[src/rtl/rf_pkg.sv]
// rf_pkg: register-file constants and the write-back request record.
package rf_pkg;
   localparam int RF_DATA_W   = 19;
   localparam int RF_ADDR_W   = 4;
   localparam int RF_NUM_REGS = 16;
   localparam int RF_ZERO_REG = 0;
   typedef struct packed {
      logic                 valid;
      logic [RF_ADDR_W-1:0] addr;
      logic [RF_DATA_W-1:0] data;
   } wb_req_t;
endpackage

[src/rtl/rr_arbiter.sv]
// rr_arbiter: combinational round-robin pick, search from ptr wrapping modulo NUM_REQ.
module rr_arbiter #(
   parameter int NUM_REQ = 3,
   localparam int PW = $clog2(NUM_REQ)
) (
   input  logic [NUM_REQ-1:0] req,
   input  logic [PW-1:0]      ptr,
   output logic [NUM_REQ-1:0] gnt,
   output logic [PW-1:0]      idx
);
   logic [PW-1:0] j;
   always_comb begin
      gnt = '0;
      idx = '0;
      j   = '0;
      for (int k = NUM_REQ - 1; k >= 0; k--) begin
         j = PW'((int'(ptr) + k) % NUM_REQ);
         if (req[j]) begin
            gnt = '0;
            gnt[j] = 1'b1;
            idx = j;
         end
      end
   end
endmodule

[src/rtl/rf_wb_arbiter.sv]
// rf_wb_arbiter: round-robin write-back arbiter with one staged write, forwarding and starvation flag.
module rf_wb_arbiter
   import rf_pkg::*;
#(
   parameter int NUM_REQ = 3,
   parameter int DATA_W  = RF_DATA_W,
   parameter int ADDR_W  = RF_ADDR_W
) (
   input  logic                      clk,
   input  logic                      rst_n,
   input  logic                      wb_stall,
   input  logic [NUM_REQ-1:0]        req_valid,
   input  logic [NUM_REQ*ADDR_W-1:0] req_addr,
   input  logic [NUM_REQ*DATA_W-1:0] req_data,
   output logic [NUM_REQ-1:0]        req_ready,
   output logic                      wr_en,
   output logic [ADDR_W-1:0]         wr_addr,
   output logic [DATA_W-1:0]         wr_data,
   input  logic [ADDR_W-1:0]         fwd_addr1,
   input  logic [ADDR_W-1:0]         fwd_addr2,
   output logic                      fwd_hit1,
   output logic                      fwd_hit2,
   output logic [DATA_W-1:0]         fwd_data1,
   output logic [DATA_W-1:0]         fwd_data2,
   output logic                      grant_cnt_ovf
);
   localparam int PW = $clog2(NUM_REQ);
   localparam logic [ADDR_W-1:0] ZERO = ADDR_W'(RF_ZERO_REG);
   logic [PW-1:0]      rr_ptr;
   logic [PW-1:0]      gnt_idx;
   logic [NUM_REQ-1:0] gnt;
   logic [NUM_REQ-1:0] at_max;
   logic               grant;
   logic [ADDR_W-1:0]  sel_addr;
   logic [DATA_W-1:0]  sel_data;
   logic [7:0]         wait_cnt [NUM_REQ];
   rr_arbiter #(.NUM_REQ(NUM_REQ)) u_arb (
      .req(req_valid),
      .ptr(rr_ptr),
      .gnt(gnt),
      .idx(gnt_idx)
   );
   assign req_ready = (rst_n && !wb_stall) ? gnt : '0;
   assign grant     = |req_ready;
   assign sel_addr  = req_addr[gnt_idx*ADDR_W +: ADDR_W];
   assign sel_data  = req_data[gnt_idx*DATA_W +: DATA_W];
   assign fwd_hit1  = wr_en && (fwd_addr1 == wr_addr) && (fwd_addr1 != ZERO);
   assign fwd_hit2  = wr_en && (fwd_addr2 == wr_addr) && (fwd_addr2 != ZERO);
   assign fwd_data1 = fwd_hit1 ? wr_data : '0;
   assign fwd_data2 = fwd_hit2 ? wr_data : '0;
   // flag rises on the same edge a waiting counter lands on 255
   always_comb begin
      at_max = '0;
      for (int i = 0; i < NUM_REQ; i++)
         at_max[i] = req_valid[i] && !req_ready[i] && (wait_cnt[i] >= 8'd254);
   end
   always_ff @(posedge clk or negedge rst_n) begin
      if (!rst_n) begin
         wr_en         <= 1'b0;
         wr_addr       <= '0;
         wr_data       <= '0;
         rr_ptr        <= '0;
         grant_cnt_ovf <= 1'b0;
         for (int i = 0; i < NUM_REQ; i++) wait_cnt[i] <= '0;
      end else begin
         wr_en <= grant && (sel_addr != ZERO);
         if (grant) begin
            wr_addr <= sel_addr;
            wr_data <= sel_data;
            rr_ptr  <= (int'(gnt_idx) == NUM_REQ - 1) ? '0 : gnt_idx + 1'b1;
         end
         if (|at_max) grant_cnt_ovf <= 1'b1;
         for (int i = 0; i < NUM_REQ; i++)
            if (req_ready[i]) wait_cnt[i] <= '0;
            else if (req_valid[i] && wait_cnt[i] != 8'hFF) wait_cnt[i] <= wait_cnt[i] + 8'd1;
      end
   end
endmodule

[config.mk]
export PLATFORM = sky130hd
export DESIGN_NAME = rf_wb_arbiter
export DESIGN_NICKNAME = d
export VERILOG_FILES = /design/src/rtl/rf_pkg.sv /design/src/rtl/rr_arbiter.sv /design/src/rtl/rf_wb_arbiter.sv
export SDC_FILE = /design/constraint.sdc
export NUM_CORES = 1
export LEC_CHECK = 0
export CAP_MARGIN = 20
export CORE_MARGIN = 4
export CORE_UTILIZATION = 35
export DETAILED_ROUTE_END_ITERATION = 8
export GPL_TIMING_DRIVEN = 0
export PLACE_DENSITY = 0.7
export SYNTH_ARGS = -nofsm -noshare
export SYNTH_HDL_FRONTEND = slang
export SYNTH_SLANG_ARGS = --single-unit
[constraint.sdc]
create_clock -name clk -period 7.29 [get_ports clk]
set_input_delay 1.8225 -clock clk [delete_from_list [all_inputs] [get_ports clk]]
set_output_delay 1.8225 -clock clk [all_outputs]
set_load 0.1 [all_outputs]
==> summary.txt <==
Clocking
  – Max Root-Sink Buffers: 2
  – Number of levels the H-tree was split into: 2
  – Clock root buffer: clkbuf_8
  – Clock transition at path regs: roughly 90 ps
  – Clock sink count: 51
  – Total clock buffers created by CTS: 5
  – Number of gates resized after CTS: 0
  – TritonCTS clock tree: built
  – Post-CTS Hold Fix Bufs: 0
  – Post-CTS setup buffer count: 0
  – Clock latency on the worst-skew pair: 300 ps

GRT
  – Total overflow reported by the global router: 0
  – Via count of the first global-routing pass: roughly 3,100
  – Initial antenna violation count: 0
  – Largest net degree at the start of global routing: 28
  – Wire length of the first global-routing pass: around 17 mm
  – Overall Global Routing Usage: 0.185

Timing
  – Setup Skew: approximately 4.6 ps
  – Final max-slew violation count: 0
  – Post-route minimum period: a little under 7000 ps
  – Fmax: 0.149 GHz
  – Post-route worst hold slack: between 500 and 600 ps
  – Number of failing hold endpoints at the final stage: 0
  – Relative slew slack: 0.334
  – Final number of setup-violating endpoints: 0
  – Least-Margin Pin Slew: roughly 1000 ps
  – Unrepaired setup endpoints after global routing: false
  – Portion of the clock cycle consumed by the worst path in the final layout: 0.923

Worst setup path
  – Nature of the critical path startpoint: primary input
  – Source of the worst register-to-register timing path: rr_ptr[0]$_DFFE_PN0P_
  – Endpoint class of the critical path: output pin
  – Slowest cell on the critical path: clkdlybuf4s50_1
  – Crit path launch: req_valid[2]
  – Worst path max stage delay: around 1200 ps
  – Critical-path cell list: clkdlybuf4s50_1 > nand3b_1 > a221o_1 > o22ai_2 > nor2b_1 > clkbuf_1 > clkdlybuf4s50_1
  – Required time reported for the critical path endpoint: around 5500 ps
  – Arrival time at the worst endpoint: 4900 ps
  – Worst path most repeated cell: clkdlybuf4s50_1
  – Start-to-end type of the worst setup path: primary input to output pin
  – Critical-path maximum fanout: 10

Finish
  – Post-layout instance count excluding filler cells: 649
  – Syn-to-layout area delta: 51.1%
  – Total of fill cells in the finished design: ~850
  – Count of inserted antenna diode cells: 0
  – Seq. cell area: 1280 um^2
  – Fraction of final layout cells sized beyond drive strength 1: 0.0769
  – Utilization of the core after routing: 0.552
  – Area occupied by multi-input gates: ~2000 um^2
  – Number of nets in the layout: between 600 and 700

Synthesis
  – Fraction of the mapped netlist area in compound gates: 0.103
  – Warnings, synthesis: 0
  – Largest family of logic cells by synthesized area: simple AND/OR/NAND/NOR gates
  – Simple-gate share of the synthesized area: 0.217
  – Area fraction of the dominant cell type after synthesis: 0.371
  – Top post-synthesis cells by area: dfrtp_1 (37%), mux2i_1 (8.4%), and2_1 (6.9%), mux2_4 (5.7%), xnor2_1 (3.6%)
  – Sequential fraction of the synthesis area: 0.371
  – Xor-xnor portion of the synthesized cell area: 0.0662
  – Adder-cell area share of the yosys netlist: 0.0327
  – Cell type with the largest total area after synthesis: dfrtp_1
  – Syn nets: between 400 and 500
  – Gate Count Post-Synth: roughly 360
  – Fraction of synthesized area in multiplexers: 0.161
  – Post-Syn Area: 3440 um^2
  – Unique masters post-synth: between 40 and 50
  – Register bit total from synthesis: between 50 and 60
  – Synthesized area per cell: 9.50 um^2

Placement
  – Global placement routability congestion: approximately 0.80
  – Placed wire-length estimate after detailed placement: approximately 8.6 mm
  – Port Buffers: 149
  – # placed instances: around 640

Route
  – Detail Route Antenna Nets: 0
  – Violation count after the first detailed-routing iteration: 142
  – Number of detailed-routing iterations run before antenna repair: 5
  – Total Wirelength: 10.7 mm
  – Remaining DRCs: 0
  – Via-to-Cell Ratio: a little under 5
  – Via count: approximately 3,100
  – Per-cell routed wire length: about 16 um

Die
  – Die span in x: about 110 um
  – Effective utilization at floorplan: 0.365
  – Vertical die dimension: 107 um
  – Number of rows created at floorplan: 35
  – Die ar.: roughly 11,000 um^2
  – I/O pin count: approximately 150
  – Core region area: roughly 9400 um^2

Worst hold path
  – Hold Crit Start: wr_data[2]$_DFFE_PN0P_
  – Type of the most critical hold path: flop to flop

Pwr
  – Pwr Density: roughly 420 nW/um^2
  – Largest vdd supply drop: 0.249 mV
  – Leakage: 2.17 nW

Flow run
  – MaxCap Viol Count: 0

Run status
  – Status: complete, no violations
==> registers in the layout, summed over array words and instances, names as in the netlist <==
register / cells
grant_cnt_ovf: 1
rr_ptr: 2
wait_cnt: 24
wr_addr: 4
wr_data: 19
wr_en: 1
==> cell type report <==
cell class,count,area share
Multi-Input combinational cell,279,0.383
Timing Repair Buffer,150,0.290
Sequential cell,51,0.246
Tap cell,129,0.0311
Buffer,18,0.0229
Clock buffer,5,0.0132
Inverter,14,0.0101
Clock inverter,3,0.00385
==> cell families after synthesis <==
group / Yosys count
AND/OR/NAND/NOR: 142
AO/OA/AOI/OAI: 54
flip-flops: 51
multiplexers: 48
buffers and inverters: 32
XOR/XNOR: 26
adder cells (fa/ha/maj): 9
==> report_power, final <==
part | internal (mW) | switching, mW
clock network | 0.0670 | 0.0966
registers | 0.403 | 0.134
logic | 0.526 | 0.962
total | 0.996 | 1.19
==> synthesized netlist by cell type <==
cell type,count
dfrtp_1,51
and2_1,38
nor2_1,32
mux2i_1,29
nand2_1,27
o21ai_0,17
inv_1,14
xnor2_1,14
mux2_4,13
xor2_1,12
clkbuf_1,9
ha_1,9
o21ai_1,9
a21oi_1,8
nand2b_1,8
nand4_1,8
buf_6,6
and3_1,5
nand3_1,5
a41oi_1,4
mux2_1,4
nor2b_1,4
nor3_1,4
o2bb2ai_1,4
a211oi_1,3
and4_1,3
a22o_1,2
buf_2,2
mux2_2,2
nand3b_1,2
or3_1,2
a21o_1,1
a221o_1,1
a221oi_2,1
a31o_2,1
a32o_1,1
buf_4,1
nor2_2,1
nor3_2,1
nor4b_1,1
o22ai_2,1
o311ai_0,1
or2_2,1
==> stage by stage <==
stage	setup TNS (ps)	worst slack (ps)	area [um^2]	power, mW
after CTS	0	558	5200	2.21
after floorplan	0	1400	3440	1.68
final	0	563	5200	2.19
after global placement	-3150	-1060	5090	2.01
after global routing	0	306	5200	2.33
after detailed placement	0	574	5110	2.04
==> path summary, 6_finish.rpt <==
| path | end | slack [ps] | depth (start not counted) |
|---|---|---|---|
| max | req_ready[1] | 560 | 7 |
| min | wr_data[2]$_DFFE_PN0P_ | 540 | 1 |
| max reg2reg | wr_data[12]$_DFFE_PN0P_ | 4580 | 11 |
| min reg2reg | wr_data[2]$_DFFE_PN0P_ | 540 | 1 |
| max in group asynchronous | wait_cnt[7]$_DFFE_PN0P_ | 5190 | 2 |
| min in group asynchronous | wr_data[6]$_DFFE_PN0P_ | 1530 | 1 |
==> critical path: cells and delay by family <==
family | cells | cell delay [ps]
buffers and inverters | 3 | 2250
AOI/OAI and AO/OA | 2 | 510
and+or+nand+nor | 2 | 320
==> placed cells by master, fill, tap and decap left out, types with 12 or more instances in the layout <==
cell	count
and2_1	38
clkdlybuf4s50_1	148
dfrtp_1	51
inv_1	14
mux2_4	13
mux2i_1	29
nand2_1	27
nor2_1	32
o21ai_0	17
xnor2_1	14
xor2_1	12
==> layer usage <==
metal  global-route usage  vias up  part of all wire
li1                     -     1559                 -
met1                0.246     1504              0.43
met2                0.311       72              0.51
met3               0.0307       12             0.043
met4               0.0457        0             0.017
met5                    0        -                 0
No activity file was read; power rests on OpenSTA's default activity.
